==> config.mk <==
export PLATFORM = sky130hd
export DESIGN_NAME = div_scheduler
export DESIGN_NICKNAME = d
export VERILOG_FILES = /design/src/rtl/div_sched_pkg.sv /design/src/rtl/div_scheduler_watchdog.sv /design/src/rtl/div_scheduler.sv
export SDC_FILE = /design/constraint.sdc
export NUM_CORES = 1
export LEC_CHECK = 0
export ABC_CLOCK_PERIOD_IN_PS = 1500
export CORE_MARGIN = 2
export CORE_UTILIZATION = 44
export DETAILED_ROUTE_END_ITERATION = 8
export PLACE_DENSITY = 0.76
export SKIP_CTS_REPAIR_TIMING = 1
export SLEW_MARGIN = 15
export SYNTH_ARGS = -nofsm -noshare
export SYNTH_HDL_FRONTEND = slang
export SYNTH_SLANG_ARGS = --single-unit
==> constraint.sdc <==
create_clock -name clock -period 1.5 [get_ports clock]
set_input_delay 0.3 -clock clock [delete_from_list [all_inputs] [get_ports clock]]
set_output_delay 0.3 -clock clock [all_outputs]
set_load 0.01 [all_outputs]
==> src/rtl/div_sched_pkg.sv <==
`default_nettype none
// ============================================================================
//  Module      : div_sched_pkg
//  Description : Shared types and helpers for the divider scheduler.
//                Scheduler state encoding, requester IDs (which double as
//                the divider Select encoding) and the round-robin pick.
//  Revision    : 1.0 - initial release
// ============================================================================
package div_sched_pkg;

    typedef enum logic [1:0] {
        IDLE  = 2'd0,
        SETUP = 2'd1,
        START = 2'd2,
        WAIT  = 2'd3
    } sched_state_t;

    // Requester IDs equal the divider Select value for that requester's operands.
    localparam logic REQ_SPEED = 1'b0;
    localparam logic REQ_AVG   = 1'b1;

    // Round-robin choice: with both pending, the one not served last wins.
    function automatic logic pick_grant(input logic pend_speed,
                                        input logic pend_avg,
                                        input logic last_grant);
        if (pend_speed && pend_avg) begin
            return ~last_grant;
        end else if (pend_avg) begin
            return REQ_AVG;
        end else begin
            return REQ_SPEED;
        end
    endfunction

endpackage
`default_nettype wire

==> src/rtl/div_scheduler_watchdog.sv <==
`default_nettype none
// ============================================================================
//  Module      : div_watchdog
//  Description : Saturating, clearable cycle counter used to abort a
//                division that never returns Ready.
//  Ports       : clock   - system clock
//                reset   - asynchronous active-high reset
//                clear   - synchronous clear to zero (priority over tick)
//                tick    - count one cycle
//                expired - count has reached TIMEOUT
//  Revision    : 1.0 - initial release
// ============================================================================
module div_watchdog
    import div_sched_pkg::*;
#(
    parameter int TIMEOUT = 255
) (
    input  logic clock,
    input  logic reset,
    input  logic clear,
    input  logic tick,
    output logic expired
);

    localparam int                 c_cnt_w = $clog2(TIMEOUT + 1);
    localparam logic [c_cnt_w-1:0] c_limit = c_cnt_w'(TIMEOUT);

    logic [c_cnt_w-1:0] r_count;

    // Holds at the limit so a late check never sees a wrapped small value.
    always_ff @(posedge clock or posedge reset) begin
        if (reset) begin
            r_count <= '0;
        end else if (clear) begin
            r_count <= '0;
        end else if (tick && (r_count != c_limit)) begin
            r_count <= r_count + 1'b1;
        end
    end

    assign expired = (r_count == c_limit);

endmodule
`default_nettype wire

==> src/rtl/div_scheduler.sv <==
`default_nettype none
// ============================================================================
//  Module      : div_scheduler
//  Description : Round-robin sequencer for the single shared divider.
//                Takes one-cycle requests from the speed and average-speed
//                paths, drives the divider Select/en, waits for Ready and
//                keeps the last quotient per requester. A watchdog aborts a
//                division that never completes.
//  Ports       : clock, reset          - clock, async active-high reset
//                req_speed, req_avg    - one-cycle request pulses
//                div_busy, div_ready   - divider Busy / Ready
//                div_res               - divider Res (valid with Ready)
//                div_select            - divider Select (0 speed, 1 avg)
//                div_enable            - divider en, one-cycle start pulse
//                res_speed, res_avg    - last captured quotient per requester
//                done_speed, done_avg  - one-cycle pulse, res_* updated
//                err_speed, err_avg    - one-cycle pulse, timeout abort
//                sched_busy            - high whenever not idle
//  Revision    : 1.0 - initial release
// ============================================================================
module div_scheduler
    import div_sched_pkg::*;
#(
    parameter int WIDTH   = 16,
    parameter int TIMEOUT = 255
) (
    input  logic             clock,
    input  logic             reset,
    input  logic             req_speed,
    input  logic             req_avg,
    input  logic             div_busy,
    input  logic             div_ready,
    input  logic [WIDTH-1:0] div_res,
    output logic             div_select,
    output logic             div_enable,
    output logic [WIDTH-1:0] res_speed,
    output logic [WIDTH-1:0] res_avg,
    output logic             done_speed,
    output logic             done_avg,
    output logic             err_speed,
    output logic             err_avg,
    output logic             sched_busy
);

    sched_state_t     r_state;
    logic             r_pend_speed;
    logic             r_pend_avg;
    logic             r_last_grant;
    logic             r_select;
    logic             r_enable;
    logic [WIDTH-1:0] r_res_speed;
    logic [WIDTH-1:0] r_res_avg;
    logic             r_done_speed;
    logic             r_done_avg;
    logic             r_err_speed;
    logic             r_err_avg;
    logic             r_busy;

    logic             w_grant_go;
    logic             w_grant_id;
    logic             w_expired;

    assign w_grant_go = (r_state == IDLE) && !div_busy && (r_pend_speed || r_pend_avg);
    assign w_grant_id = pick_grant(r_pend_speed, r_pend_avg, r_last_grant);

    div_watchdog #(
        .TIMEOUT (TIMEOUT)
    ) u_watchdog (
        .clock   (clock),
        .reset   (reset),
        .clear   (r_state == START),
        .tick    (r_state == WAIT),
        .expired (w_expired)
    );

    always_ff @(posedge clock or posedge reset) begin
        if (reset) begin
            r_state      <= IDLE;
            r_pend_speed <= 1'b0;
            r_pend_avg   <= 1'b0;
            r_last_grant <= REQ_AVG;
            r_select     <= REQ_SPEED;
            r_enable     <= 1'b0;
            r_res_speed  <= '0;
            r_res_avg    <= '0;
            r_done_speed <= 1'b0;
            r_done_avg   <= 1'b0;
            r_err_speed  <= 1'b0;
            r_err_avg    <= 1'b0;
            r_busy       <= 1'b0;
        end else begin
            // A grant clears its pending bit, but a request in the same cycle
            // (including one from the requester being granted) still lands.
            r_pend_speed <= (r_pend_speed && !(w_grant_go && (w_grant_id == REQ_SPEED))) || req_speed;
            r_pend_avg   <= (r_pend_avg   && !(w_grant_go && (w_grant_id == REQ_AVG)))   || req_avg;

            r_enable     <= 1'b0;
            r_done_speed <= 1'b0;
            r_done_avg   <= 1'b0;
            r_err_speed  <= 1'b0;
            r_err_avg    <= 1'b0;

            case (r_state)
                IDLE: begin
                    if (w_grant_go) begin
                        r_select     <= w_grant_id;
                        r_last_grant <= w_grant_id;
                        r_busy       <= 1'b1;
                        r_state      <= SETUP;
                    end
                end
                SETUP: begin
                    // Start pulse is registered here so it is high during START.
                    r_enable <= 1'b1;
                    r_state  <= START;
                end
                START: begin
                    r_state <= WAIT;
                end
                WAIT: begin
                    // Ready is checked first so a result arriving on the
                    // timeout cycle is still accepted without an error.
                    if (div_ready) begin
                        if (r_select == REQ_AVG) begin
                            r_res_avg  <= div_res;
                            r_done_avg <= 1'b1;
                        end else begin
                            r_res_speed  <= div_res;
                            r_done_speed <= 1'b1;
                        end
                        r_busy  <= 1'b0;
                        r_state <= IDLE;
                    end else if (w_expired) begin
                        if (r_select == REQ_AVG) begin
                            r_err_avg <= 1'b1;
                        end else begin
                            r_err_speed <= 1'b1;
                        end
                        r_busy  <= 1'b0;
                        r_state <= IDLE;
                    end
                end
                default: begin
                    r_state <= IDLE;
                end
            endcase
        end
    end

    assign div_select = r_select;
    assign div_enable = r_enable;
    assign res_speed  = r_res_speed;
    assign res_avg    = r_res_avg;
    assign done_speed = r_done_speed;
    assign done_avg   = r_done_avg;
    assign err_speed  = r_err_speed;
    assign err_avg    = r_err_avg;
    assign sched_busy = r_busy;

endmodule
`default_nettype wire

# Word level (Yosys, flattened, before mapping)
# Cells that the tools add are included.
[op_classes] addsub=1 bitwise_logic=3 reduce_logical=22 eq_ne=7 n_lt_le_gt_ge=0 n_mux=25 multipliers=0 shifts=0 n_div=0
[op_table] operator="two-way mux 1 bit" count=18
[op_table] operator="two-way mux 8 bit" count=2
[op_table] operator="AND reduction 3 bit" count=3
[op_table] operator="adder 8 x 1 -> 8 bit, second input constant" count=1
[op_table] operator="equality test 8 bit, second input constant" count=1
[op_table] operator="logical AND 1 bit" count=8
[op_table] operator="inequality test 8 bit, second input constant" count=1
[op_table] operator="case mux 2 bit (4 select lines)" count=1
[op_table] operator="two-way mux 2 bit" count=3
[op_table] operator="equality test 2 bit, second input constant" count=2
[op_table] operator="AND reduction 2 bit" count=2
[op_table] operator="nonzero test 2 bit" count=2
[op_table] operator="logical NOT 1 bit" count=3
[op_table] operator="logical OR 1 bit" count=3
[op_table] operator="inequality test 3 bit, second input constant" count=1
[op_table] operator="inverter 1 bit" count=3
[op_table] operator="equality test 2 x 1 -> 1 bit, second input constant" count=1
[op_table] operator="logical NOT 2 bit" count=1
[op_table] operator="inequality test 2 bit, second input constant" count=1
[op_table] operator="case mux 1 bit (2 select lines)" count=1
[totals] out_inout_bits=39 register_bits=52 latchBits=0 ramBits=0 mem_bits_ro=0 mem_count=0 wordCells=72

# Logic depth before layout (Yosys ltp)
# Gate-level depths: netlist of the first run.
[logic_depth] depth_word=7 mapped_depth=5

# Modules after synthesis
# A second synthesis of the first run with hierarchy kept.
[hier_totals] hier_cells=160 hier_area_um2=2298.5
[modules_own_cells] mod="div_scheduler" seq_area_each_um2=1102.3 cells_per_inst=112 area_per_inst_um2=1810.5 n_inst=1
[modules_own_cells] mod="div_watchdog" seq_area_each_um2=200.2 cells_per_inst=48 area_per_inst_um2=488.0 n_inst=1

# Least setup slack after synthesis of the first run
# No wires, ideal clock.
[synth_timing] path_kind="register -> register" from="register u_watchdog.r_count[0]" to="register u_watchdog.r_count[0]" path_stages_with_launch=5 setup_time_ns=0.125 arrival_time_ns=1.373 slack_ns=0.002 cell_sequence="dfrtp_1 ha_1 and3_2 a21oi_4 mux2_4"
[synth_between] elab_chain_cells=3 word_cells_on_any_way=6 classes_between="1 x add/sub; 1 x eq/ne; 2 x mux; 2 x reduce/logical"
[synth_lines] element="start, declared" line_no="div_scheduler_watchdog.sv:28" rtl="logic [c_cnt_w-1:0] r_count;"
[synth_lines] element="start signal, assigned" line_no="div_scheduler_watchdog.sv:37" rtl="r_count <= r_count + 1'b1;"
[synth_lines] element="adder 8 x 1 -> 8 bit or inequality test 8 bit (tied branches)" line_no="div_scheduler_watchdog.sv:37, div_scheduler_watchdog.sv:36"
[synth_lines] element="two-way mux 8 bit or logical AND 1 bit (tied branches)" line_no="div_scheduler_watchdog.sv:36" rtl="end else if (tick && (r_count != c_limit)) begin"
[synth_lines] element="two-way mux 8 bit or nonzero test 2 bit (tied branches)"
# Parallel ways exist; a longest one is shown, timed or not. The select of a mux whose other input is x is not followed.
# A chain may end at the register's enable or synchronous reset.

# Worst setup path in the final report of the first run
[layout_timing] from="register r_state[0]" to="register u_watchdog.r_count[4]"
[layout_between] elab_chain_cells=3 word_cells_on_any_way=5 classes_between="2 x eq/ne; 1 x mux; 2 x reduce/logical"
[layout_lines] element="start, declared" line_no="div_scheduler.sv:45" rtl="sched_state_t r_state;"
[layout_lines] element="start signal, assigned" line_no="div_scheduler.sv:78" rtl="r_state <= IDLE;"
[layout_lines] element="start signal, assigned" line_no="div_scheduler.sv:109" rtl="r_state <= SETUP;"
[layout_lines] element="start signal, assigned" line_no="div_scheduler.sv:115" rtl="r_state <= START;"
[layout_lines] element="equality test 2 bit" line_no="div_scheduler.sv:72" rtl=".tick (r_state == WAIT),"
[layout_lines] element="logical AND 1 bit" line_no="div_scheduler_watchdog.sv:36"
[layout_lines] element="nonzero test 2 bit (no source line)"
# Parallel ways exist; a longest one is shown, timed or not.

==> results of run 1 <==
## power breakdown
group	leakage (nW)	internal [mW]	switching [mW]	total, mW
clock	0.0485	0.335	0.468	0.803
sequential	0.641	1.98	0.319	2.30
combinational	1.29	1.76	1.09	2.85
total	1.98	4.08	1.88	5.96
## cells in the mapped netlist (3+ instances only)
cell type and instances:
a21oi_1 4, nor3_1 3, a31oi_1 5, buf_6 3, nand2_1 4, mux2_4 20
nor2b_1 4, mux2_2 14, dfrtp_1 51, nand2b_1 3, inv_1 9, ha_1 5
o21ai_0 3, o211ai_1 3, nand4_1 3
## per-stage QoR
step | area, um2 | hold slack [ns] | util
after floorplan | 2360 | 0.355 | -
after global placement | 3230 | 0.478 | 0.628
after detailed placement | 3230 | 0.486 | 0.628
after CTS | 3320 | 0.327 | 0.646
after global routing | 3460 | 0.342 | 0.673
final | 3460 | 0.313 | 0.673
## worst register-to-register path, cell delays in order, from the launching register on
cell	delay, ns
dfrtp_1	0.39
ha_2	0.34
nand4_1	0.17
a21oi_2	0.16
mux2_4	0.31
## routing by layer
metal	wire length, um	vias up	GRT usage	share of wire
li1	-	787	-	-
met1	2300	813	0.231	0.47
met2	2330	46	0.265	0.47
met3	232	5	0.0482	0.047
met4	65	0	0.0482	0.013
met5	0	-	0	0
## state kept, by name, summed over array words and instances, names as in the netlist
register and flops:
err_avg 1, done_speed 1, u_watchdog.r_count 8, div_enable 1
res_speed 16, err_speed 1, r_pend_speed 1, r_last_grant 1
r_pend_avg 1, sched_busy 1, r_state 2, res_avg 16
done_avg 1, div_select 1
## cells by family (layout without fill, tap and decap cells)
group / after synthesis / count (layout)
fa+ha+maj: 5 / 5
compound gates: 28 / 28
mux: 35 / 35
simple gates: 34 / 34
flops: 52 / 52
buf+inv: 15 / 103
## area by class of cell
class / count / area, um2 / area share
Inverter: 9 / 37.5 / 0.0109
Timing Repair Buffer: 86 / 941 / 0.272
Clock buffer: 5 / 68.8 / 0.0199
Tap cell: 70 / 87.6 / 0.0253
Clock inverter: 3 / 22.5 / 0.00651
Sequential cell: 52 / 1300 / 0.377
Multi-Input combinational cell: 102 / 996 / 0.288
## cells in the final DEF, fill, tap and decap left out, types with 4 or more instances in the layout
| cell | Yosys | final |
|---|---|---|
| buf_4 | 2 | 22 |
| mux2_2 | 14 | 14 |
| clkbuf_8 | 0 | 5 |
| a31oi_1 | 5 | 5 |
| buf_12 | 0 | 4 |
| nand2_1 | 4 | 4 |
| inv_1 | 9 | 6 |
| mux2_4 | 20 | 20 |
| a21oi_1 | 4 | 4 |
| dlymetal6s2s_1 | 0 | 38 |
| dfrtp_1 | 51 | 50 |
| clkdlybuf4s50_1 | 0 | 22 |
## worst max-delay path by stage
stage,from,end,slack [ns]
CTS,div_select,div_select,-0.18
detailed placement,div_ready,r_state[0],-0.15
finish,r_state[0],u_watchdog.r_count[4],0.04
floorplan,u_watchdog.r_count[0],u_watchdog.r_count[0],0.002
global route,r_state[0],u_watchdog.r_count[3],-0.03
global placement,div_ready,r_state[0],-0.12
==> summary.txt, run 1 <==
Power and ir drop
  • Max IR drop VDD: between 0.001 and 0.0015 V
  • LEAKAGE: 1.98 nW
  • Pwr Total: 5.96 mW
  • P per Cell Area: roughly 1700 nW/um2

Floorplan
  • Height of the die: approximately 77 um
  • Core area: 5140 um2
  • I/O pin cnt: 61
  • Die X: 77.2 um
  • Num rows: 26
  • Initial core utilization: 0.459
  • Die ar.: 5970 um2

Synth
  • Multiplexer share of the synthesized area: 0.198
  • Mapped Area: 2360 um2
  • Post-synth EDFFs: 0
  • Area share of xor/xnor cells in the synthesized design: 0
  • Largest family of logic cells by synthesized area: multiplexers
  • Syn avg cell area: 14.0 um2
  • Area share of the largest cell type after synthesis: 0.541
  • Area leader, netlist: dfrtp_1
  • Syn nets: 196
  • Post-synthesis sequential area ratio: 0.552
  • Yosys warns: 0
  • Largest cells by area after synthesis: dfrtp_1 (54%), mux2_4 (13%), mux2_2 (6.7%)
  • Post-synthesis adder-cell area fraction: 0.0265
  • Post-synthesis cell count: 169
  • Post-Synth Simple-Gate Area: 0.0986
  • Ys async rst share: 1.00
  • Yosys reg bits: between 50 and 60
  • Post-synthesis compound-gate area fraction: 0.0880
  • Ys flop type: dfrtp_1
  • Yosys cell types: 41

Layout
  • Ratio of cells with drive above 1 in the final layout: 0.339
  • Fill count: 391
  • Post-Layout Cell Count: 327
  • Ant diodes: 0
  • Area Growth Syn to Fin: 46.5%
  • Layout net count: between 200 and 300

CTS
  • CTS sink cnt: 52
  • CTS Buf Count: 5
  • CTS root buf: clkbuf_8
  • Clk Latency, worst-skew pair: around 0.3 ns
  • Clock tree buffer depth: 2
  • CTS H-Tree Depth: 2
  • Reg clk slew, reported paths: around 0.10 ns
  • CTS tree: done

Place
  • Placed insts: 317
  • Detailed placement HPWL: roughly 3600 um
  • # port buffers: 60
  • GP Congestion: 0.834
  • Setup slack at placement: -0.152 ns

Setup path
  • Slowest stage delay, CP: 0.39 ns
  • CP Capture Type: flip-flop
  • Worst flop-to-flop path endpoint: u_watchdog.r_count[4]
  • CP max FO: 9
  • Worst path required time: between 1.5 and 2 ns
  • Worst R2R Path Depth: 4
  • CP cell instances: ha_2, nand4_1, a21oi_2, mux2_4
  • Kind of critical path: reg2reg
  • WP data arrival: 1.66 ns
  • Worst r2r src: r_state[0]
  • Worst setup SP type: flip-flop
  • Worst path top cell family by delay: flip-flops
  • WP depth: 4
  • CP Buf/Inv Count: 0
  • Worst R2R Setup Slack: 0.04 ns
  • Crit-path slowest cell: dfrtp_1

Run
  • Max-cap violation count: 0

STA
  • Setup TNS: 0 ns
  • Hold Fails Final Rpt: 0
  • Fmax: between 0.6 and 0.7 GHz
  • Worst-margin pin slew: 0.353 ns
  • Clk_skew: 0.0135 ns
  • Slew Viols, Final: 0
  • Period utilisation layout: 0.975
  • Min Clock Period, post-route: between 1 and 1.5 ns
  • Setup violators final: 0
  • RSZ-0062 raised after global routing: true
  • Final worst slack: 0.0377 ns
  • Slew headroom: 0.764

GRT
  • Total GRT Usage: 0.170
  • Largest net degree at the start of global routing: 22
  • First-pass GRT wire length: 8090 um
  • Initial antenna violation count: 0
  • GRT Residual Overflow: 0
  • Number of global-route vias before repair: 1652

Route
  • Remaining DRCs: 0
  • Post-Route WL: between 4000 and 5000 um
  • Post-DRT Antenna Nets: 0
  • Vias per cell: 5.05
  • Iter 0 DRT Violations: 81
  • Drt first pass iters: 4
  • DR WL/cell: between 15 and 20 um
  • Vias: about 1700

Worst hold path
  • Hold/Removal Path Class: in2async

Run status
  • Outcome: finished, final reports clean
Note: power is estimated with default switching activity, not from simulation.
==> run 2, diff against run 1 <==
--- a/config.mk
+++ b/config.mk
@@ -5,7 +5,6 @@
 export SDC_FILE = /design/constraint.sdc
 export NUM_CORES = 1
 export LEC_CHECK = 0
-export ABC_CLOCK_PERIOD_IN_PS = 1500
 export CORE_MARGIN = 2
 export CORE_UTILIZATION = 44
 export DETAILED_ROUTE_END_ITERATION = 8
==> results of run 2 <==
The final DEF is identical to that of run 1; final timing and power are the same.
==> run 3, diff against run 2 <==
==> constraint.sdc (replaced) <==
create_clock -name clock -period 1.5 [get_ports clock]
set_input_delay 0.225 -clock clock [delete_from_list [all_inputs] [get_ports clock]]
set_output_delay 0.225 -clock clock [all_outputs]
set_load 0.01 [all_outputs]
==> run 3 against run 2 <==
  * Design area hardly changed
  * Setup slack improved by 0.0094 ns
  * Flip-flop and latch count unchanged
  * Critical path depth decreased by 3
  * Largest power group unchanged
  * Largest cell class unchanged
  * Critical path type is now reg2out
  * Highest routed layer unchanged
  * Clock power rose by 2%
  * Combinational power rose by 6%
  * First-iteration DRC count is 42% lower
==> summary.txt, run 3 (synthesized netlist as in run 1, its figures left out) <==
Route
  • Post-DRT Antenna Nets: 0
  • Drt first pass iters: 4
  • Vias: about 1700
  • Post-Route WL: 5150 um
  • Remaining DRCs: 0
  • Iter 0 DRT Violations: 47
  • Vias per cell: 5.11
  • DR WL/cell: about 16 um

Power and ir drop
  • LEAKAGE: 1.63 nW
  • Clock share of power: 0.133
  • Power Internal: 4.26 mW
  • Net Sw Frac: 0.312
  • Switch Pwr: 1.93 mW
  • Pwr Total: 6.19 mW
  • P per Cell Area: 1790 nW/um2
  • Sequential share of power: 0.378
  • Logic gate share of total power: 0.490
  • Max IR drop VDD: about 0.00099 V

Setup path
  • WP data arrival: between 1 and 1.5 ns
  • Worst path top cell family by delay: buffers and inverters
  • Worst setup SP type: flip-flop
  • Slowest stage delay, CP: 0.54 ns
  • CP max FO: 2
  • Worst R2R Path Depth: 5
  • Worst R2R Setup Slack: around 0.060 ns
  • Worst path required time: approximately 1.3 ns
  • CP Capture Type: primary output
  • CP Buf/Inv Count: 1
  • Crit-path slowest cell: clkdlybuf4s50_1
  • WP depth: 1
  • Kind of critical path: reg2out
  • CP cell instances: clkdlybuf4s50_1

Layout
  • Ratio of cells with drive above 1 in the final layout: 0.356
  • Layout net count: 287
  • Final Util: 0.672
  • Area Growth Syn to Fin: 46.4%
  • Most common cell after layout, fill and taps aside: clkdlybuf4s50_1
  • Commonest cells after routing, fill and taps aside: clkdlybuf4s50_1 (56), dfrtp_1 (50), buf_4 (21)
  • Final Cell Area: 3460 um2
  • Fill count: 419
  • Ant diodes: 0

STA
  • Fmax: 0.688 GHz
  • Slew Viols, Final: 0
  • Hold Fails Final Rpt: 0
  • Min Hold Slack: 0.190 ns
  • Worst-margin pin slew: 0.347 ns
  • RSZ-0062 raised after global routing: true
  • Clk_skew: about 0.0038 ns
  • Setup TNS: 0 ns
  • Setup violators final: 0
  • Period utilisation layout: 0.969
  • Slew headroom: 0.768
  • Min Clock Period, post-route: 1.45 ns

GRT
  • Initial antenna violation count: 0
  • Total GRT Usage: 0.178
  • Number of global-route vias before repair: 1704
  • GRT Residual Overflow: 0
  • First-pass GRT wire length: 8270 um
  • Largest net degree at the start of global routing: 25

Place
  • Cell area after placement: about 3200 um2
  • GP Congestion: ~0.9
  • # port buffers: 60
  • Detailed placement HPWL: 3580 um

CTS
  • Clk Latency, worst-skew pair: a little over 0.3 ns
  • CTS H-Tree Depth: 2
  • Reg clk slew, reported paths: 0.10 ns
  • CTS tree: done
  • CTS root buf: clkbuf_8
  • CTS Buf Count: 5
  • CTS sink cnt: 52
  • Clock tree buffer depth: 2

Floorplan
  • I/O pin cnt: slightly above 60
  • Height of the die: 77.2 um
  • Initial core utilization: 0.459
  • Die ar.: approximately 6000 um2
  • Num rows: 26
  • Core area: 5140 um2
  • Die X: 77.2 um

Run status
  • Outcome: finished, final reports clean

Run
  • Max-cap violation count: 0

Worst hold path
  • Hold/Removal Path Class: in2async
run 3: changes by cell type in the layout (fill, tap and decap cells not counted), moves of 2 or more:
cell,delta
clkdlybuf4s50_1,+34
clkbuf_16,+2
buf_6,+2
dlymetal6s2s_1,-34
run 3: power by group through the flow:
stage / sequential [mW] / combinational, mW / clock [mW]
floorplan: 2.55 / 1.21 / 0
global placement: 2.35 / 2.82 / 0
detailed placement: 2.36 / 2.88 / 0
CTS: 2.34 / 2.90 / 0.845
global route: 2.42 / 3.24 / 0.897
finish: 2.34 / 3.03 / 0.821
run 3: routing by layer:
metal	share of wire	track usage	wire length (um)	vias to the layer above
met4	0.023	0.0732	117	0
met1	0.45	0.230	2310	850
met2	0.49	0.289	2500	44
li1	-	-	-	787
met3	0.043	0.0424	223	9
met5	0	0	0	-
run 3: through the flow:
step / worst slack, ns / instances
3_5_place_dp: -0.0549 / 318
4_1_cts: -0.132 / 326
6_report: 0.0471 / 331
5_1_grt: -0.00625 / 331
3_3_place_gp: -0.0421 / 318
2_1_floorplan: 0.00228 / 169
run 3: final timing paths:
kind | start | endpoint
max in group asynchronous | reset | res_avg[9]
hold reg to reg | sched_busy | sched_busy
min in group clock | req_avg | r_pend_avg
setup / recovery | res_avg[8] | res_avg[8]
setup reg to reg | r_state[0] | u_watchdog.r_count[0]
hold / removal | reset | err_avg
run 3: final cells by class:
class | instances | area, um2 | area share
tap | 70 | 87.6 | 0.0253
multi-input combinational | 102 | 998 | 0.289
clock buffer | 5 | 68.8 | 0.0199
clock inverter | 3 | 22.5 | 0.00652
timing repair buffer | 90 | 941 | 0.272
sequential | 52 | 1300 | 0.377
inverter | 9 | 33.8 | 0.00978
